File: src/rtl/srsw_pkg.sv
// srsw_pkg: shared widths and response bundle
// for the SRSW memory read-side front end.
package srsw_pkg;

  localparam int ADDR_W_DEF = 3;
  localparam int DATA_W_DEF = 80;
  localparam int ID_W_DEF   = 4;

  typedef struct packed {
    logic [ID_W_DEF-1:0]   id;
    logic [DATA_W_DEF-1:0] data;
  } resp_t;

endpackage

File: src/rtl/srsw_resp_fifo.sv
// srsw_resp_fifo: DEPTH-entry response buffer
// with wrapping pointers and an occupancy count.
module srsw_resp_fifo
  import srsw_pkg::*;
#(
  parameter int  DEPTH = 2,
  parameter type T     = resp_t,
  localparam int PW    = $clog2(DEPTH),
  localparam int CW    = $clog2(DEPTH + 1)
) (
  input  logic          clk,
  input  logic          rst_n,
  input  logic          push,
  input  T              push_data,
  input  logic          pop,
  output T              head,
  output logic [CW-1:0] count
);

  T              mem_q [DEPTH];
  logic [PW-1:0] wr_ptr;
  logic [PW-1:0] rd_ptr;

  assign head = mem_q[rd_ptr];

  // Entry storage, written at the tail on push.
  always_ff @(posedge clk or negedge rst_n) begin
    if (!rst_n) begin
      for (int i = 0; i < DEPTH; i++) begin
        mem_q[i] <= '0;
      end
    end else if (push) begin
      mem_q[wr_ptr] <= push_data;
    end
  end

  // Pointers wrap modulo DEPTH; count tracks occupancy.
  always_ff @(posedge clk or negedge rst_n) begin
    if (!rst_n) begin
      wr_ptr <= '0;
      rd_ptr <= '0;
      count  <= '0;
    end else begin
      if (push) begin
        wr_ptr <= (wr_ptr == PW'(DEPTH - 1))
                ? '0 : wr_ptr + 1'b1;
      end
      if (pop) begin
        rd_ptr <= (rd_ptr == PW'(DEPTH - 1))
                ? '0 : rd_ptr + 1'b1;
      end
      unique case ({push, pop})
        2'b10:   count <= count + CW'(1);
        2'b01:   count <= count - CW'(1);
        default: count <= count;
      endcase
    end
  end

endmodule

File: src/rtl/srsw_rd_stream.sv
// srsw_rd_stream: credit-protected read stream in front of
// a registered-address memory. Optional SRSW_RD_STATS_EN stats.
module srsw_rd_stream
  import srsw_pkg::*;
#(
  parameter int ADDR_W = ADDR_W_DEF,
  parameter int DATA_W = DATA_W_DEF,
  parameter int ID_W   = ID_W_DEF,
  parameter int DEPTH  = 2
) (
  input  logic              clk,
  input  logic              rst_n,
  input  logic              req_valid,
  output logic              req_ready,
  input  logic [ADDR_W-1:0] req_addr,
  input  logic [ID_W-1:0]   req_id,
  output logic              resp_valid,
  input  logic              resp_ready,
  output logic [DATA_W-1:0] resp_data,
  output logic [ID_W-1:0]   resp_id,
  output logic [ADDR_W-1:0] mem_raddr,
  input  logic [DATA_W-1:0] mem_rdata
`ifdef SRSW_RD_STATS_EN
  ,
  output logic [31:0]       stat_reads,
  output logic [31:0]       stat_stalls
`endif
);

  localparam int CW = $clog2(DEPTH + 1);

  typedef struct packed {
    logic [ID_W-1:0]   id;
    logic [DATA_W-1:0] data;
  } entry_t;

  logic            fire_req;
  logic            pop;
  logic            inflight_q;
  logic [ID_W-1:0] id_q;
  logic [CW-1:0]   count;
  logic [CW:0]     credit;
  entry_t          push_data;
  entry_t          head;

  assign mem_raddr  = req_addr;
  assign fire_req   = req_valid & req_ready;
  assign resp_valid = (count != '0);
  assign pop        = resp_valid & resp_ready;

  // A slot is reserved for the read in flight, and a pop
  // this cycle frees one, so resp_ready feeds req_ready.
  assign credit    = {1'b0, count}
                   + (CW + 1)'(inflight_q)
                   - (CW + 1)'(pop);
  assign req_ready = (credit < (CW + 1)'(DEPTH));

  assign push_data.id   = id_q;
  assign push_data.data = mem_rdata;
  assign resp_data      = head.data;
  assign resp_id        = head.id;

  // Track the accepted read whose data returns next cycle.
  always_ff @(posedge clk or negedge rst_n) begin
    if (!rst_n) begin
      inflight_q <= 1'b0;
      id_q       <= '0;
    end else begin
      inflight_q <= fire_req;
      if (fire_req) begin
        id_q <= req_id;
      end
    end
  end

  srsw_resp_fifo #(
    .DEPTH (DEPTH),
    .T     (entry_t)
  ) u_fifo (
    .clk       (clk),
    .rst_n     (rst_n),
    .push      (inflight_q),
    .push_data (push_data),
    .pop       (pop),
    .head      (head),
    .count     (count)
  );

`ifdef SRSW_RD_STATS_EN
  // Saturating counters of accepts and stalled request cycles.
  always_ff @(posedge clk or negedge rst_n) begin
    if (!rst_n) begin
      stat_reads  <= '0;
      stat_stalls <= '0;
    end else begin
      if (fire_req && stat_reads != '1) begin
        stat_reads <= stat_reads + 32'd1;
      end
      if (req_valid && !req_ready && stat_stalls != '1) begin
        stat_stalls <= stat_stalls + 32'd1;
      end
    end
  end
`endif

endmodule

File: config.mk
export PLATFORM = sky130hd
export DESIGN_NAME = srsw_rd_stream
export DESIGN_NICKNAME = d
export VERILOG_FILES = /design/src/rtl/srsw_pkg.sv /design/src/rtl/srsw_resp_fifo.sv /design/src/rtl/srsw_rd_stream.sv
export SDC_FILE = /design/constraint.sdc
export NUM_CORES = 1
export LEC_CHECK = 0
export ABC_AREA = 1
export CORE_AREA = 2 2 141 116
export CTS_BUF_LIST = sky130_fd_sc_hd__clkbuf_4
export DETAILED_ROUTE_END_ITERATION = 10
export DIE_AREA = 0 0 143 118
export GPL_ROUTABILITY_DRIVEN = 1
export GPL_TIMING_DRIVEN = 0
export PLACE_DENSITY = 0.79
export SLEW_MARGIN = 10
export SYNTH_ARGS = -nofsm -noshare
export SYNTH_HDL_FRONTEND = slang
export SYNTH_SLANG_ARGS = --single-unit
File: constraint.sdc
create_clock -name clk -period 4.14 [get_ports clk]
set_clock_uncertainty 0.2 [all_clocks]
set_input_delay 1.035 -clock clk [delete_from_list [all_inputs] [get_ports clk]]
set_output_delay 1.035 -clock clk [all_outputs]
set_load 0.01 [all_outputs]
==> metrics.yaml <==
final_layout:
  area_growth_pct: 32.1
  drive_gt1_share_pct: 10.8
  design_area_um2: 10400
  diodes: 0
  nets: 1265
synthesis:
  synth_top_area_share_pct: 56.3
  synth_seq_cells: 177
  synthCells: 950
  synth_area_um2: 7870
  ys_types: 21
  synth_common_cells: "nand2_1 (439), dfrtp_1 (177), inv_1 (91), o21ai_0 (88), o21ai_1 (45)"
  yosysSeqAreaShare_pct: 56.3
  async_reset_ff_share_pct: 100
  syn_area_per_cell_um2: 8.29
  yosysTopAreaCell: "dfrtp_1"
  synth_flop_cell: "dfrtp_1"
  yosys_warnings: 0
  synth_nets: 1044
  synth_edf_count: 0
  synth_area_leaders: "dfrtp_1 (56%), nand2_1 (21%), o21ai_0 (5.6%), inv_1 (4.3%), o21ai_2 (3.9%)"
  post-synth-top-count-cell: "nand2_1"
sta:
  max_freq_mhz: 242
  setup_slack_ns: 0.00344
  min_period_ns: 4.14
  hold_viol_final: 0
  whs_ns: 0.206
  finalSetupViolations: 0
  period_share_pct: 99.9
  rsz0062_at_grt: "no"
  slew_viol_final: 0
  worst_slew_pin_slew_ns: 0.633
  maxSlewHeadroom_pct: 57.8
floorplanning:
  core_um2: 15400
  ioPinCount: 180
  initial_core_util_pct: 51.0
  die_w_um: 143
  die_y_um: 118
  num_rows: 41
  dieArea_um2: 16900
drt:
  dr_total_vias: 6935
  drt_iter0_drc: 602
  via_per_inst: 4.96
  antenna_left: 0
  wl_um: 21200
  dr.pass1.iters: 5
  drc_errors: 0
  avgRoutedWirePerCell_um: 15.1
pwr:
  switchingPower_mw: 3.48
  combPwrFrac_pct: 53.8
  ir_worst_vdd_mv: 0.424
  swShare_pct: 40.4
  p_per_area_nw_per_um2: 828
  total_power_mw: 8.61
  p_leak_nw: 5.37
  clkPwrFrac_pct: 11.0
  p_int_mw: 5.13
  pwr-share-seq_pct: 35.2
clock_tree:
  postCtsHoldBufs: 0
  htreeDepth: 4
  tritoncts: "yes"
  clkSinkCount: 177
  clk_pin_slew_worst_paths_ns: 0.14
  clock_latency_ns: 0.57
  root_buffer: "clkbuf_4"
  cts_buffers: 17
  clockBufferDepth: 2
global_routing:
  grt.total_usage_pct: 26.2
  antenna_found_initial: 0
  grt_remaining_overflow: 0
  grt_pass1_vias: 6800
  grt_pass1_wl_um: 34200
  grt_start_max_net_pins: 104
setup_path:
  critPathLaunch: "resp_ready"
  r2r-end: "u_fifo.rd_ptr"
  critPathArrivalTime_ns: 4.41
  critPathLaunchType: "primary input"
  reg2reg_depth: 28
  required_ns: 4.41
  worstSetupEndpoint: "u_fifo.rd_ptr"
  worstReg2RegStart: "u_fifo.count[0]"
  crit_fanout: 2
  r2r_setup_slack_ns: 0.08
  end_kind: "flip-flop"
  crit_type: "in -> reg"
placement:
  place_congestion: 0.796
  hpwl_um: 14500
  place_area_um2: 9930
  port_buffers: 176
  pre_cts_slack_ns: -0.724
hold_path:
  min_path_type: "in -> async"
flow_run:
  drv_cap: 0
status:
  outcome: "finished clean"
## stage by stage
stage	cells	utilization [%]	TNS, ns
global placement	1341	64.1	-939.39
floorplan	950	-	0
finish	1399	67.3	0
detailed placement	1342	64.3	-0.724
CTS	1399	67.3	0
global route	1399	67.3	0
## routing by layer
metal	vias up	GRT usage (%)	share of wire [%]	routed length, µm
li1	3368	-	-	-
met1	3305	37.8	46	9640
met2	235	39.7	46	9740
met3	27	6.18	6.8	1450
met4	0	7.67	1.6	342
met5	-	0	0	0
## cells by family (layout without fill, tap and decap cells)
group | after synthesis | count (layout) | share of synthesized area, %
buffers and inverters | 150 | 384 | 8.79
AND/OR/NAND/NOR | 449 | 449 | 21.7
XOR/XNOR | 2 | 2 | 0.223
flip-flops | 177 | 177 | 56.3
adder cells (fa/ha/maj) | 3 | 3 | 0.572
AO/OA/AOI/OAI | 169 | 169 | 12.4
## flip-flops by register name (all words and copies together) (netlist names)
register	cells
id_q	4
inflight_q	1
u_fifo.count	2
u_fifo.mem_q	168
u_fifo.rd_ptr	1
u_fifo.wr_ptr	1
## layout by cell type (no fill, tap or decap)
cell type and n:
buf_4 28, dfrtp_1 176, nand3_1 2, buf_1 7
nand2_2 2, nand2_1 437, o21ai_1 45, nand4_1 5
bufinv_16 2, clkinv_2 3, xnor2_1 1, xor2_1 1
o21ai_2 35, inv_6 1, clkinv_1 4, a21boi_2 1
inv_2 3, buf_2 11, fa_2 1, clkbuf_1 24
or2_2 1, or2_1 1, o21ai_0 88, clkbuf_4 20
or2_4 1, buf_8 1, ha_1 2, dfrtp_2 1
clkdlybuf4s50_1 173, buf_16 1, dlygate4sd2_1 1, clkinv_4 2
buf_6 14, inv_1 89
## worst max-delay path, cell delays in order
cell and delay, ns:
dlygate4sd2_1 0.21, nand2_2 0.07, buf_4 0.13, buf_4 0.12
buf_4 0.12, buf_4 0.12, buf_4 0.12, buf_4 0.12
buf_4 0.12, buf_4 0.12, buf_4 0.13, buf_4 0.12
buf_4 0.12, buf_4 0.12, buf_4 0.12, buf_4 0.13
buf_4 0.13, buf_4 0.12, buf_4 0.12, buf_4 0.12
buf_4 0.12, buf_4 0.13, buf_4 0.13, buf_4 0.13
buf_4 0.12, buf_4 0.14, xor2_1 0.13
## power groups by stage
stage,clock network (mW),registers (mW),logic [mW]
3_3_place_gp,0,3.02,4.39
3_5_place_dp,0,3.05,4.48
5_1_grt,1.04,3.13,5.11
6_report,0.947,3.03,4.63
2_1_floorplan,0,2.95,2.45
4_1_cts,0.961,3.01,4.62
## worst min path at each step
| stage | startpoint | to | slack [ns] | depth (start not counted) |
|---|---|---|---|---|
| global route | rst_n | u_fifo.mem_q[92] | 0.21 | 1 |
| global placement | id_q[0] | id_q[0] | 0.26 | 2 |
| floorplan | id_q[0] | id_q[0] | 0.24 | 2 |
| CTS | rst_n | u_fifo.mem_q[6] | 0.19 | 1 |
| detailed placement | u_fifo.mem_q[163] | u_fifo.mem_q[163] | 0.27 | 2 |
| finish | rst_n | u_fifo.mem_q[88] | 0.21 | 1 |
## repair_timing
item	in CTS	in global routing
resized for setup	12	3
pin swaps	2	0
setup buffers	25	0
endpoints found under the setup margin	1	2
## final cells by class
class	instances	area, µm²
Buffer	58	347
Multi-Input combinational cell	623	2760
Inverter	92	345
Timing Repair Buffer	202	1980
Fill cell	1299	5040
Clock buffer	20	150
Sequential cell	177	4430
Tap cell	215	269
Clock inverter	12	116
Note: power is estimated with default switching activity, not from simulation.
